`src/rtl/ddr_sdram_bank_scheduler.sv`:
```
// Open-page DDR-SDRAM command scheduler.
// Accepts one burst request at a time. Each bank's open row is tracked, so PRE/ACT are issued
// only on a row miss. Per-bank timing is tracked with saturating "cycles since command" ages.
// Postponed refreshes are counted as debt. Every command bus output is registered.
module ddr_sdram_bank_scheduler #(
    parameter int unsigned ROW_BITS     = 13,
    parameter int unsigned COL_BITS     = 10,
    parameter int unsigned BANK_BITS    = 2,
    parameter int unsigned T_RP         = 2,
    parameter int unsigned T_RCD        = 2,
    parameter int unsigned T_RAS        = 5,
    parameter int unsigned T_WR         = 2,
    parameter int unsigned T_RTW        = 3,
    parameter int unsigned T_RFC        = 10,
    parameter int unsigned T_REFI       = 600,
    parameter int unsigned REF_DEBT_MAX = 7
) (
    input  logic                                 clk,
    input  logic                                 reset,
    input  logic                                 init_done,
    input  logic                                 arw_valid,
    output logic                                 arw_ready,
    input  logic [BANK_BITS+ROW_BITS+COL_BITS:0] arw_addr,
    input  logic [7:0]                           arw_len,
    input  logic                                 arw_write,
    input  logic [1:0]                           arw_id,
    input  logic                                 wvalid,
    input  logic                                 wlast,
    output logic                                 wready,
    output logic                                 bvalid,
    output logic [1:0]                           bid,
    input  logic                                 bready,
    input  logic                                 rd_space,
    output logic                                 rd_issue,
    output logic                                 rd_issue_last,
    output logic [1:0]                           rd_id,
    output logic [2:0]                           cmd_rcw_n,
    output logic [BANK_BITS-1:0]                 cmd_ba,
    output logic [ROW_BITS-1:0]                  cmd_a
);

    localparam int unsigned NUM_BANKS = 2 ** BANK_BITS;
    localparam int unsigned AGE_W     = 6;
    localparam int unsigned REFI_W    = $clog2(T_REFI + 1);
    localparam int unsigned DEBT_W    = $clog2(REF_DEBT_MAX + 1);

    localparam logic [AGE_W-1:0] AGE_MAX = '1;
    localparam logic [AGE_W-1:0] RP_A    = AGE_W'(T_RP);
    localparam logic [AGE_W-1:0] RP_M1   = AGE_W'(T_RP - 1);
    localparam logic [AGE_W-1:0] RCD_A   = AGE_W'(T_RCD);
    localparam logic [AGE_W-1:0] RAS_A   = AGE_W'(T_RAS);
    localparam logic [AGE_W-1:0] WR_A    = AGE_W'(T_WR + 1);
    localparam logic [AGE_W-1:0] RTW_A   = AGE_W'(T_RTW);
    localparam logic [AGE_W-1:0] RFC_A   = AGE_W'(T_RFC);
    localparam logic [AGE_W-1:0] RFC_M1  = AGE_W'(T_RFC - 1);

    localparam logic [REFI_W-1:0] REFI_LOAD = REFI_W'(T_REFI);
    localparam logic [REFI_W-1:0] REFI_ONE  = REFI_W'(1);
    localparam logic [DEBT_W-1:0] DEBT_MAX  = DEBT_W'(REF_DEBT_MAX);

    localparam logic [2:0] CMD_NOP = 3'b111;
    localparam logic [2:0] CMD_ACT = 3'b011;
    localparam logic [2:0] CMD_RD  = 3'b101;
    localparam logic [2:0] CMD_WR  = 3'b100;
    localparam logic [2:0] CMD_PRE = 3'b010;
    localparam logic [2:0] CMD_REF = 3'b001;

    localparam logic [3:0] S_PREALL   = 4'd0;
    localparam logic [3:0] S_PREALL_W = 4'd1;
    localparam logic [3:0] S_IDLE     = 4'd2;
    localparam logic [3:0] S_PRE      = 4'd3;
    localparam logic [3:0] S_ACT      = 4'd4;
    localparam logic [3:0] S_RW       = 4'd5;
    localparam logic [3:0] S_WRESP    = 4'd6;
    localparam logic [3:0] S_REFPRE   = 4'd7;
    localparam logic [3:0] S_REF      = 4'd8;
    localparam logic [3:0] S_RFC      = 4'd9;

    logic [3:0]           state_q, state_d;
    logic [NUM_BANKS-1:0] open_q, open_d;
    logic [ROW_BITS-1:0]  row_q [NUM_BANKS];
    logic [ROW_BITS-1:0]  row_d [NUM_BANKS];
    logic [AGE_W-1:0]     act_age_q [NUM_BANKS];
    logic [AGE_W-1:0]     act_age_d [NUM_BANKS];
    logic [AGE_W-1:0]     pre_age_q [NUM_BANKS];
    logic [AGE_W-1:0]     pre_age_d [NUM_BANKS];
    logic [AGE_W-1:0]     wr_age_q [NUM_BANKS];
    logic [AGE_W-1:0]     wr_age_d [NUM_BANKS];
    logic [AGE_W-1:0]     rd_age_q, rd_age_d;
    logic [AGE_W-1:0]     ref_age_q, ref_age_d;
    logic [REFI_W-1:0]    refi_q, refi_d;
    logic [DEBT_W-1:0]    debt_q, debt_d;

    // Latched request.
    logic [BANK_BITS-1:0] ba_q, ba_d;
    logic [ROW_BITS-1:0]  rrow_q, rrow_d;
    logic [COL_BITS-1:0]  col_q, col_d;
    logic [7:0]           len_q, len_d;
    logic [7:0]           beat_q, beat_d;
    logic                 wr_q, wr_d;
    logic [1:0]           id_q, id_d;

    // Registered outputs.
    logic [2:0]           cmd_q, cmd_d;
    logic [BANK_BITS-1:0] cmd_ba_q, cmd_ba_d;
    logic [ROW_BITS-1:0]  cmd_a_q, cmd_a_d;
    logic                 rd_issue_q, rd_issue_d;
    logic                 rd_last_q, rd_last_d;
    logic [1:0]           rd_id_q, rd_id_d;
    logic [1:0]           bid_q, bid_d;

    logic [BANK_BITS-1:0] req_ba;
    logic [ROW_BITS-1:0]  req_row;
    logic [COL_BITS-1:0]  req_col;
    logic [ROW_BITS-1:0]  col_a;
    logic                 tick, ref_done;
    logic                 pre_ok, rcd_ok, rtw_ok, rfc_ok, all_pre_ok, all_rp_ok;
    logic                 arw_ready_c, wready_c;
    logic                 unused_addr;

    // Byte lane and the low column bit carry no information for 32-bit beats.
    assign unused_addr = ^arw_addr[1:0];
    assign req_ba  = arw_addr[BANK_BITS+ROW_BITS+COL_BITS -: BANK_BITS];
    assign req_row = arw_addr[ROW_BITS+COL_BITS -: ROW_BITS];
    assign req_col = {arw_addr[COL_BITS:2], 1'b0};

    function automatic logic [AGE_W-1:0] age_inc(input logic [AGE_W-1:0] a);
        return (a == AGE_MAX) ? a : a + 1'b1;
    endfunction

    // Column onto the address bus with A10 held low (no auto-precharge).
    always_comb begin
        col_a      = '0;
        col_a[9:0] = col_q[9:0];
        for (int i = 10; i < COL_BITS; i++) begin
            col_a[i+1] = col_q[i];
        end
    end

    // Timing qualifiers for the latched bank and for the all-bank commands.
    always_comb begin
        pre_ok     = (act_age_q[ba_q] >= RAS_A) && (wr_age_q[ba_q] >= WR_A);
        rcd_ok     = act_age_q[ba_q] >= RCD_A;
        rtw_ok     = rd_age_q >= RTW_A;
        rfc_ok     = ref_age_q >= RFC_A;
        all_pre_ok = 1'b1;
        all_rp_ok  = 1'b1;
        for (int b = 0; b < NUM_BANKS; b++) begin
            if (open_q[b] && ((act_age_q[b] < RAS_A) || (wr_age_q[b] < WR_A))) begin
                all_pre_ok = 1'b0;
            end
            if (pre_age_q[b] < RP_A) begin
                all_rp_ok = 1'b0;
            end
        end
        arw_ready_c = (state_q == S_IDLE) && init_done && (debt_q != DEBT_MAX);
        wready_c    = (state_q == S_RW) && wr_q && rcd_ok && rtw_ok;
    end

    // Scheduler FSM, bank bookkeeping and refresh accounting.
    always_comb begin
        state_d    = state_q;
        open_d     = open_q;
        rd_age_d   = age_inc(rd_age_q);
        ref_age_d  = age_inc(ref_age_q);
        for (int b = 0; b < NUM_BANKS; b++) begin
            row_d[b]     = row_q[b];
            act_age_d[b] = age_inc(act_age_q[b]);
            pre_age_d[b] = age_inc(pre_age_q[b]);
            wr_age_d[b]  = age_inc(wr_age_q[b]);
        end
        ba_d       = ba_q;
        rrow_d     = rrow_q;
        col_d      = col_q;
        len_d      = len_q;
        beat_d     = beat_q;
        wr_d       = wr_q;
        id_d       = id_q;
        cmd_d      = CMD_NOP;
        cmd_ba_d   = '0;
        cmd_a_d    = '0;
        rd_issue_d = 1'b0;
        rd_last_d  = 1'b0;
        rd_id_d    = rd_id_q;
        bid_d      = bid_q;
        ref_done   = 1'b0;

        tick   = init_done && (refi_q <= REFI_ONE);
        refi_d = refi_q;
        if (init_done) begin
            refi_d = tick ? REFI_LOAD : refi_q - 1'b1;
        end

        case (state_q)
            S_PREALL: begin
                if (init_done) begin
                    cmd_d       = CMD_PRE;
                    cmd_a_d[10] = 1'b1;
                    open_d      = '0;
                    for (int b = 0; b < NUM_BANKS; b++) pre_age_d[b] = AGE_W'(1);
                    state_d     = S_PREALL_W;
                end
            end
            S_PREALL_W: begin
                // Leave one cycle early so an ACT decided in IDLE+1 already meets T_RP.
                if (pre_age_q[0] >= RP_M1) state_d = S_IDLE;
            end
            S_IDLE: begin
                if (arw_valid && arw_ready_c) begin
                    ba_d   = req_ba;
                    rrow_d = req_row;
                    col_d  = req_col;
                    len_d  = arw_len;
                    beat_d = '0;
                    wr_d   = arw_write;
                    id_d   = arw_id;
                    if (open_q[req_ba] && (row_q[req_ba] == req_row)) begin
                        state_d = S_RW;
                    end else if (open_q[req_ba]) begin
                        state_d = S_PRE;
                    end else begin
                        state_d = S_ACT;
                    end
                end else if (init_done && (debt_q != '0)) begin
                    state_d = S_REFPRE;
                end
            end
            S_PRE: begin
                if (pre_ok) begin
                    cmd_d           = CMD_PRE;
                    cmd_ba_d        = ba_q;
                    open_d[ba_q]    = 1'b0;
                    pre_age_d[ba_q] = AGE_W'(1);
                    state_d         = S_ACT;
                end
            end
            S_ACT: begin
                if ((pre_age_q[ba_q] >= RP_A) && rfc_ok) begin
                    cmd_d           = CMD_ACT;
                    cmd_ba_d        = ba_q;
                    cmd_a_d         = rrow_q;
                    open_d[ba_q]    = 1'b1;
                    row_d[ba_q]     = rrow_q;
                    act_age_d[ba_q] = AGE_W'(1);
                    state_d         = S_RW;
                end
            end
            S_RW: begin
                if (!wr_q) begin
                    if (rd_space && rcd_ok) begin
                        cmd_d      = CMD_RD;
                        cmd_ba_d   = ba_q;
                        cmd_a_d    = col_a;
                        rd_issue_d = 1'b1;
                        rd_last_d  = (beat_q == len_q);
                        rd_id_d    = id_q;
                        rd_age_d   = AGE_W'(1);
                        col_d      = col_q + COL_BITS'(2);
                        beat_d     = beat_q + 1'b1;
                        if (beat_q == len_q) state_d = S_IDLE;
                    end
                end else if (wvalid && wready_c) begin
                    cmd_d          = CMD_WR;
                    cmd_ba_d       = ba_q;
                    cmd_a_d        = col_a;
                    wr_age_d[ba_q] = AGE_W'(1);
                    col_d          = col_q + COL_BITS'(2);
                    beat_d         = beat_q + 1'b1;
                    if ((beat_q == len_q) || wlast) begin
                        bid_d   = id_q;
                        state_d = S_WRESP;
                    end
                end
            end
            S_WRESP: begin
                if (bready) state_d = S_IDLE;
            end
            S_REFPRE: begin
                if (open_q == '0) begin
                    state_d = S_REF;
                end else if (all_pre_ok) begin
                    cmd_d       = CMD_PRE;
                    cmd_a_d[10] = 1'b1;
                    open_d      = '0;
                    for (int b = 0; b < NUM_BANKS; b++) pre_age_d[b] = AGE_W'(1);
                    state_d     = S_REF;
                end
            end
            S_REF: begin
                if (all_rp_ok) begin
                    cmd_d     = CMD_REF;
                    ref_age_d = AGE_W'(1);
                    ref_done  = 1'b1;
                    state_d   = S_RFC;
                end
            end
            S_RFC: begin
                if (ref_age_q >= RFC_M1) state_d = S_IDLE;
            end
            default: state_d = S_PREALL;
        endcase

        // A credit and a completed refresh in the same cycle cancel out.
        debt_d = debt_q;
        if (tick && !ref_done) begin
            debt_d = (debt_q == DEBT_MAX) ? debt_q : debt_q + 1'b1;
        end else if (!tick && ref_done) begin
            debt_d = debt_q - 1'b1;
        end
    end

    // State and registered outputs; synchronous reset aborts any burst in flight.
    always_ff @(posedge clk) begin
        if (reset) begin
            state_q    <= S_PREALL;
            open_q     <= '0;
            rd_age_q   <= AGE_MAX;
            ref_age_q  <= AGE_MAX;
            refi_q     <= REFI_LOAD;
            debt_q     <= '0;
            for (int b = 0; b < NUM_BANKS; b++) begin
                row_q[b]     <= '0;
                act_age_q[b] <= AGE_MAX;
                pre_age_q[b] <= AGE_MAX;
                wr_age_q[b]  <= AGE_MAX;
            end
            ba_q       <= '0;
            rrow_q     <= '0;
            col_q      <= '0;
            len_q      <= '0;
            beat_q     <= '0;
            wr_q       <= 1'b0;
            id_q       <= '0;
            cmd_q      <= CMD_NOP;
            cmd_ba_q   <= '0;
            cmd_a_q    <= '0;
            rd_issue_q <= 1'b0;
            rd_last_q  <= 1'b0;
            rd_id_q    <= '0;
            bid_q      <= '0;
        end else begin
            state_q    <= state_d;
            open_q     <= open_d;
            rd_age_q   <= rd_age_d;
            ref_age_q  <= ref_age_d;
            refi_q     <= refi_d;
            debt_q     <= debt_d;
            for (int b = 0; b < NUM_BANKS; b++) begin
                row_q[b]     <= row_d[b];
                act_age_q[b] <= act_age_d[b];
                pre_age_q[b] <= pre_age_d[b];
                wr_age_q[b]  <= wr_age_d[b];
            end
            ba_q       <= ba_d;
            rrow_q     <= rrow_d;
            col_q      <= col_d;
            len_q      <= len_d;
            beat_q     <= beat_d;
            wr_q       <= wr_d;
            id_q       <= id_d;
            cmd_q      <= cmd_d;
            cmd_ba_q   <= cmd_ba_d;
            cmd_a_q    <= cmd_a_d;
            rd_issue_q <= rd_issue_d;
            rd_last_q  <= rd_last_d;
            rd_id_q    <= rd_id_d;
            bid_q      <= bid_d;
        end
    end

    assign arw_ready     = arw_ready_c;
    assign wready        = wready_c;
    assign bvalid        = (state_q == S_WRESP);
    assign bid           = bid_q;
    assign rd_issue      = rd_issue_q;
    assign rd_issue_last = rd_last_q;
    assign rd_id         = rd_id_q;
    assign cmd_rcw_n     = cmd_q;
    assign cmd_ba        = cmd_ba_q;
    assign cmd_a         = cmd_a_q;

endmodule

```
`config.mk`:
```
export PLATFORM = sky130hd
export DESIGN_NAME = ddr_sdram_bank_scheduler
export DESIGN_NICKNAME = d
export VERILOG_FILES = /design/src/rtl/ddr_sdram_bank_scheduler.sv
export SDC_FILE = /design/constraint.sdc
export NUM_CORES = 1
export LEC_CHECK = 0
export BUFFER_PORTS_ARGS = -buffer_cell sky130_fd_sc_hd__buf_2
export CAP_MARGIN = 20
export CORE_MARGIN = 2
export CORE_UTILIZATION = 61
export DETAILED_ROUTE_END_ITERATION = 12
export GPL_ROUTABILITY_DRIVEN = 0
export PLACE_DENSITY = 0.8
export SYNTH_ARGS = -nofsm -noshare
export SYNTH_HDL_FRONTEND = slang
export SYNTH_SLANG_ARGS = --single-unit
```
`constraint.sdc`:
```
create_clock -name clk -period 3.2 [get_ports clk]
set_input_delay 0.64 -clock clk [delete_from_list [all_inputs] [get_ports clk]]
set_output_delay 0.64 -clock clk [all_outputs]
set_load 0.05 [all_outputs]
```
* After elaboration in Yosys (flattened, before gate mapping) *
Memories as Yosys holds them, arrays and structs flattened. A register that Yosys moved wholly into a read port is not among the register bits.
Cells that the tools add are included.
Widths: inputs -> output; s select.

word-level totals
  register bits = 101
  memory bits (writable) = 124
  bits of input ports = 45
  output and inout bits = 27
  word-level logic and storage cells = 327
  memories = 4

cells by class
  add/sub/neg operators = 19
  magnitude comparators = 26
  equal/unequal tests = 44
  muxes and demuxes = 141
  bitwise operators = 30
  reductions and logical operators = 43

memory list
  memory     depth  bits a word  rd ports  clocked after Yosys merged registers in  write ports  line  RTL
  row_q      4      13           5         0                                        4            81    logic [ROW_BITS-1:0] row_q [NUM_BANKS];
  act_age_q  4      6            5         1                                        4            83    logic [AGE_W-1:0] act_age_q [NUM_BANKS];
  pre_age_q  4      6            5         1                                        4            85    logic [AGE_W-1:0] pre_age_q [NUM_BANKS];
  wr_age_q   4      6            5         1                                        4            87    logic [AGE_W-1:0] wr_age_q [NUM_BANKS];

operators with widths
  cell                 count
  $mux 24              9
  $mux 6               32
  $mux 52              2
  $mux 13              7
  $add 6x1->6 const B  14
  $eq 6x6->1 const B   14
  $mux 4               21
  $pmux 24 s3          1
  $mux 10              7
  $and 20x20->20       3
  $bwmux 52            1
  $lt 6x2->1 const B   8
  $pmux 10 s2          2
  $pmux 4 s10          1
  $mux 3               12
  $mux 8               4
  $demux 13 s2         1
  $mux 2               13
  $ge 6x2->1 const B   4
  $lt 6x3->1 const B   4
  $logic_and 1x1->1    21
  $not 20->20          1
  $mux 1               19
  $ne 2x2->1 const B   9
  other kinds (52)     93

* Depth between registers and ports, before layout *
Gate-level depths: netlist of the first run.
An unclocked memory read counts as a cell.

  depth after elaboration = 12
  mapped depth = 11
  mapped depth without buffers = 9

* Worst setup path before layout of the first run *
OpenSTA, ideal clock, no wires.

  kind = input port to flip-flop
  from = input port arw_addr[25]
  to = register state_q[2]
  library setup time = 0.091 ns
  data arrival time = 2.691 ns
  required time = 3.109 ns
  slack = 0.418 ns
  cell stages on the path = 9
  buffers on the path = 2
  cells stage by stage = clkbuf_1 buf_2 mux4_2 xnor2_1 nand4_1 nor4_1 nand2b_1 nand2_1 a311oi_1

between the ends
  word-level cells in the longest chain between the ends = 6
  elaborated cells between the ends (all ways) = 9
  those cells by class = 1 x eq/ne; 6 x mux; 1 x reduce/logical; 1 x memory

ends and longest elaborated chain
  what                                         line      RTL
  from (decl)                                  23        input logic [BANK_BITS+ROW_BITS+COL_BITS:0] arw_addr,
  $mem_v2 4x13 or $bmux 1 s2 (tied branches)   --
  $eq 13x13->1 or $mux 1 (tied branches)       217, 219
  $logic_and 1x1->1 or $mux 3 (tied branches)  217, 219
  $mux 3 (*)                                   217       if (open_q[req_ba] && (row_q[req_ba] == req_row)) begin
  $mux 4 (*)                                   209       if (arw_valid && arw_ready_c) begin
  $pmux 4 s10 (*)                              194       case (state_q)
  to (signal assigned)                         342       state_q <= state_d;
  to (decl)                                    79        logic [3:0] state_q, state_d;

Every way passes the cells marked *; elsewhere a longest branch is shown, timed or not. The select of a mux whose other input is x is not followed.
A chain may end at the register's enable or synchronous reset.

==> flow_metrics.py, run 1 <==
metrics = {
    "status": {
        "status": "finished, final reports clean",
    },
    "floorplanning": {
        "num_io_pins": 72,
        "rows": 48,
        "die_height_um": 137,
        "core_area_um2": 17400,
        "start_util": 0.624,
        "dieArea_um2": 18800,
        "die_w_um": 137,
    },
    "synthesis": {
        "yosysWarningCount": 0,
        "synth-simple-area-share": 0.226,
        "syn_area_per_cell_um2": 8.84,
        "ys_ff_latch": 226,
        "synth_cell_types": 63,
        "ys_seq_area_frac": 0.418,
        "synth_adder_area_share": 0.0330,
        "synthFlopType": "dfxtp_1",
        "netlist_area_um2": 10800,
        "synth_common_cells": "dfxtp_1 (226), nor2_1 (128), nand2_1 (118), o21ai_0 (101), mux2i_1 (79)",
        "synth_top_family_by_area": "simple AND/OR/NAND/NOR gates",
        "synth_top_cell_by_area": "dfxtp_1",
        "muxShareOfSynthArea": 0.110,
        "synth_top_area_share": 0.418,
        "synth_fp_nets": 1298,
        "yosysMostFrequentCell": "dfxtp_1",
        "synth_compound_area_frac": 0.126,
        "synth_xor_area_frac": 0.0542,
        "async_flop_share": 0,
        "synth-edff-count": 0,
        "synth_area_leaders": "dfxtp_1 (42%), mux2i_1 (7.3%), o21ai_0 (4.7%)",
        "synthCells": 1225,
    },
    "setup_path": {
        "worstPathArrival_ps": 2460,
        "critPathRequiredTime_ps": 2560,
        "path_class": "reg -> out",
        "cp_max_fo": 6,
        "start_kind": "flop",
        "endpoint_kind": "primary output",
    },
    "power": {
        "internal-power_mw": 6.46,
        "p_total_mw": 10.0,
        "comb_power_share": 0.327,
        "power.density_nw_per_um2": 817,
        "ir_worst_vdd_uv": 584,
        "switching_share": 0.354,
        "p_sw_mw": 3.54,
        "pwr-share-seq": 0.391,
        "power_frac_clock": 0.282,
        "p_leak_nw": 4.81,
    },
    "sta": {
        "finalHoldViolCount": 0,
        "setup_viol": 0,
        "fmax_mhz": 323,
        "rsz0062_at_grt": "false",
        "holdWs_ps": 335,
        "tns_ps": 0,
        "worstMarginPinSlew_ps": 875,
        "skew_ps": 36.2,
        "post-route-min-period_ps": 3100,
        "slew_violations": 0,
        "post-route-period-util": 0.967,
        "timing.slew.headroom": 0.413,
    },
    "layout": {
        "finalCoreUtilization": 0.705,
        "drive_gt1_frac": 0.124,
        "diodes": 0,
        "fin_nets": 1358,
        "area_growth_pct": 13.0,
    },
    "clocking": {
        "cts_root_buf": "clkbuf_16",
        "clk_path_buf_depth": 3,
        "clk_latency_ps": 540,
        "clkSinkCount": 226,
        "cts.clk_slew.worst_paths_ps": 60,
        "cts_made_buffers": 24,
        "htreeDepth": 1,
        "cts_tree": "done",
        "hold_buffers": 0,
    },
    "route": {
        "via_per_inst": 5.98,
        "detail-route-antenna-nets": 0,
        "vias": 9138,
        "drcViolationCount": 0,
        "dr.pass1.iters": 5,
        "totalWireLength_um": 26400,
        "wl_per_cell_um": 17.3,
        "drt_iter0_markers": 757,
    },
    "global_routing": {
        "grt_use_total": 0.281,
        "grt_pass1_vias": 8703,
        "grt_start_max_net_pins": 65,
        "grt_pass1_wl_um": 42600,
        "grt.overflow.total": 0,
        "antenna_found_initial": 0,
    },
    "hold_path": {
        "hold_path_class": "in -> reg",
    },
    "job": {
        "cap_violations": 0,
    },
    "placement": {
        "dp_hpwl_um": 17800,
        "port_buffers": 69,
    },
}
per-stage QoR:
step                      setup slack [ps]  cell area (µm²)  cells
after detailed placement               199            11400   1483
after CTS                             35.7            12200   1527
after global routing                  33.3            12200   1527
final                                  105            12200   1527
after global placement                 296            11400   1483
after floorplan                        418            10800   1225
worst paths after layout:
path,from,endpoint,slack [ps],depth (start not counted)
worst min register to register,len_q[6],len_q[6],480,2
worst max-delay path,flop,wready,100,5
worst min-delay path,arw_id[0],id_q[0],340,3
worst max register to register,pre_age_q[3][4],debt_q[2],400,9
timing repair:
item	4_1_cts	5_1_grt
gates cloned	0	0
setup buffers	1	0
pin swaps	1	0
resized for setup	0	1
endpoints found under the setup margin	1	1
layout make-up:
class / instances / area [µm²]
multi-input combinational: 915 / 5950
fill: 1337 / 5120
sequential: 226 / 4530
clock buffer: 30 / 643
timing repair buffer: 94 / 573
tap: 225 / 282
clock inverter: 13 / 165
inverter: 24 / 90.1
registers in the layout, indices dropped and copies added, names as in the netlist, 3 cells and up, named ones only:
register   count
act_age_q     24
beat_q         8
cmd_a         13
cmd_rcw_n      3
col_q          9
debt_q         3
len_q          8
open_q         4
pre_age_q     24
rd_age_q       6
ref_age_q      6
refi_q        10
row_q         52
rrow_q        13
state_q        4
wr_age_q      24
power by group through the flow:
stage                     sequential, mW  combinational (mW)  clock, mW
after detailed placement            3.94                3.21          0
after global placement              3.92                3.07          0
after CTS                           3.89                3.25       2.85
after global routing                3.99                3.67       2.97
final                               3.91                3.27       2.82
after floorplan                     3.84                2.58          0
kinds of logic after synthesis:
| group | after synthesis |
|---|---|
| and+or+nand+nor | 496 |
| AOI/OAI and AO/OA | 227 |
| DFF | 226 |
| muxes | 97 |
| buffers and inverters | 84 |
| xor gates and xnor gates | 67 |
| adders and majority gates | 28 |
critical path, stage by stage (launching register included):
cell,delay (ps)
dfxtp_1,450
mux4_2,540
or2_1,310
o31ai_4,320
nor2_1,70
buf_2,220
metal layers:
layer	GRT usage	share of wire	vias up
met5	0	0	-
met3	0.0412	0.063	51
met1	0.378	0.44	4340
met2	0.473	0.47	301
li1	-	-	4446
met4	0.0779	0.022	0
cells in the final DEF, fill, tap and decap left out, types with 10 or more instances in the layout:
cell type,synthesis,layout
dfxtp_1,226,225
nor2_1,128,128
nand2_1,118,118
o21ai_0,101,101
mux2i_1,79,79
buf_2,2,68
nand3_1,59,59
a21oi_1,55,55
xnor2_1,39,39
nor3_1,30,30
xor2_1,28,28
ha_1,27,27
nand2b_1,25,25
and3_1,25,25
and2_1,25,25
clkbuf_16,0,24
inv_1,24,23
buf_4,9,23
mux4_2,18,18
nand3b_1,18,18
or3_1,17,17
nand4_1,12,12
a22oi_1,11,11
nor4_1,10,10
No activity file was read; power rests on OpenSTA's default activity.
==> run 2: changes to the inputs <==
- ABC_AREA: default -> 1
- SLEW_MARGIN: default -> 20
==> flow_metrics.py, run 2 <==
metrics = {
    "synthesis": {
        "ys_seq_area_frac": 0.400,
        "synth_top_area_share": 0.400,
        "synth_area_leaders": "dfxtp_1 (40%), nand2_1 (16%), nand3_1 (7.6%)",
        "synth_cell_types": 40,
        "ys_ff_latch": 226,
        "synth-edff-count": 0,
        "synth_fp_nets": 1731,
        "syn_area_per_cell_um2": 6.82,
        "synthFlopType": "dfxtp_1",
        "yosysMostFrequentCell": "nand2_1",
        "synthCells": 1658,
        "async_flop_share": 0,
        "netlist_area_um2": 11300,
        "synth_top_cell_by_area": "dfxtp_1",
        "synth_common_cells": "nand2_1 (467), dfxtp_1 (226), inv_1 (180), nand3_1 (171), nor2_1 (128)",
        "yosysWarningCount": 0,
    },
    "clocking": {
        "cts_root_buf": "clkbuf_16",
        "postCtsSetupRepairBufs": 0,
        "cts_made_buffers": 25,
        "clk_latency_ps": 530,
        "cts_resized": 0,
        "clkSinkCount": 226,
        "cts_tree": "done",
        "htreeDepth": 1,
        "clk_path_buf_depth": 3,
        "cts.clk_slew.worst_paths_ps": 60,
        "hold_buffers": 0,
    },
    "floorplanning": {
        "die_height_um": 140,
        "start_util": 0.625,
        "num_io_pins": 72,
        "rows": 49,
        "dieArea_um2": 19600,
        "core_area_um2": 18100,
        "die_w_um": 140,
    },
    "placement": {
        "dp.cells": 1924,
        "dp_hpwl_um": 19300,
        "pre_cts_ws_ps": 770,
        "port_buffers": 69,
    },
    "global_routing": {
        "antenna_found_initial": 0,
        "grt-busiest-layer": "met2",
        "grt_start_max_net_pins": 64,
        "grt_use_total": 0.279,
        "grt.overflow.total": 0,
        "use_met3": 0.0414,
        "grt_pass1_wl_um": 46200,
        "grt_pass1_vias": 10000,
        "grtUsageMet1": 0.370,
        "grt_util_met2": 0.481,
    },
    "sta": {
        "slew_violations": 0,
        "rsz0062_at_grt": "false",
        "post-route-min-period_ps": 2790,
        "skew_ps": 19.0,
        "tns_ps": 0,
        "finalHoldViolCount": 0,
        "post-route-period-util": 0.872,
        "setup_viol": 0,
        "timing.slew.headroom": 0.450,
        "worstMarginPinSlew_ps": 816,
        "setup_ws_ps": 410,
        "fmax_mhz": 358,
    },
    "route": {
        "via_per_inst": 5.60,
        "vias": 11000,
        "drt_iter0_markers": 893,
        "wl_per_cell_um": 14.3,
        "detail-route-antenna-nets": 0,
        "totalWireLength_um": 28200,
        "drcViolationCount": 1,
        "dr.pass1.iters": 10,
    },
    "status": {
        "failed_checks": "design-rule violations",
        "status": "finished, violations left",
    },
    "setup_path": {
        "cp_max_fo": 10,
        "worstPathArrival_ps": 2150,
        "slowest_stage": "dfxtp_1",
        "critPathMostFrequentCell": "nand3_1",
        "path_cells": "inv_2 -> nand3_1 -> nand3_1 -> nand4_2 -> nand2_1 -> inv_1 -> buf_2",
        "critPathRequiredTime_ps": 2560,
        "r2r_cells": 11,
        "r2r-end": "pre_age_q[2][4]",
        "cp-endpoint": "wready",
        "start_kind": "flop",
        "path_class": "reg -> out",
        "endpoint_kind": "primary output",
        "r2r_slack_ps": 790,
        "max_stage_delay_ps": 590,
    },
    "layout": {
        "final_common_cell": "nand2_1",
        "layout_common_cells": "nand2_1 (467), dfxtp_1 (226), inv_1 (179), nand3_1 (171), nor2_1 (128)",
        "registers.top_by_ff_count": "row_q",
        "drive_gt1_frac": 0.0994,
        "finalCoreUtilization": 0.702,
        "fillers": 1503,
        "largest_reg_flops": 52,
        "diodes": 0,
        "final_cells": 1970,
        "area_growth_pct": 12.4,
        "fin_nets": 1795,
    },
    "job": {
        "cap_violations": 0,
    },
    "power": {
        "power.density_nw_per_um2": 837,
        "ir_worst_vdd_uv": 532,
        "p_leak_nw": 5.91,
    },
    "hold_path": {
        "hold_path_class": "in -> reg",
        "min_from": "arw_len[1]",
    },
}
==> run 2: cell families after synthesis <==
family / share of synthesized area
AND/OR/NAND/NOR: 0.328
AO/OA/AOI/OAI: 0.137
buffers and inverters: 0.0853
flip-flops: 0.400
adder cells (fa/ha/maj): 0.0317
XOR/XNOR: 0.0178
==> run 2: routing by layer <==
| layer | vias to the layer above | wire (µm) |
|---|---|---|
| li1 | 5533 | - |
| met1 | 5072 | 12000 |
| met2 | 380 | 13400 |
| met3 | 55 | 2170 |
| met4 | 0 | 614 |
| met5 | - | 0 |
==> run 2: power by group <==
part | switching, mW | internal [mW]
logic | 2.44 | 1.41
clock network | 1.17 | 1.72
registers | 0.528 | 3.37
total | 4.13 | 6.51
==> run 2: final cells by class <==
cell class / count / area (µm²) / share of cell area
multi-input cells: 1189 / 5820 / 0.458
inverters: 188 / 707 / 0.0557
well taps: 229 / 287 / 0.0226
clock inverters: 10 / 108 / 0.00847
repair buffers: 92 / 543 / 0.0428
flip-flops and latches: 226 / 4520 / 0.356
clock buffers: 36 / 717 / 0.0564
==> run 2: how the worst min path moves through the flow <==
stage	to	cells past startpoint
finish	len_q[1]	3
global route	len_q[0]	3
CTS	len_q[1]	3
detailed placement	row_q[1][8]	2
global placement	row_q[1][9]	2
floorplan	row_q[1][9]	2
==> run 2: worst max-delay path: cells and delay by family, from the launching register on <==
| family | cells | cell delay (ps) |
|---|---|---|
| buf+inv | 3 | 470 |
| flops | 1 | 590 |
| simple gates | 4 | 560 |
==> run 2: per-stage QoR <==
step	cell area, µm²	hold slack, ps	power, mW
after floorplan	11300	419	6.92
after global placement	11900	430	7.57
after detailed placement	11900	437	7.72
after CTS	12700	342	10.6
after global routing	12700	368	11.5
final	12700	360	10.6
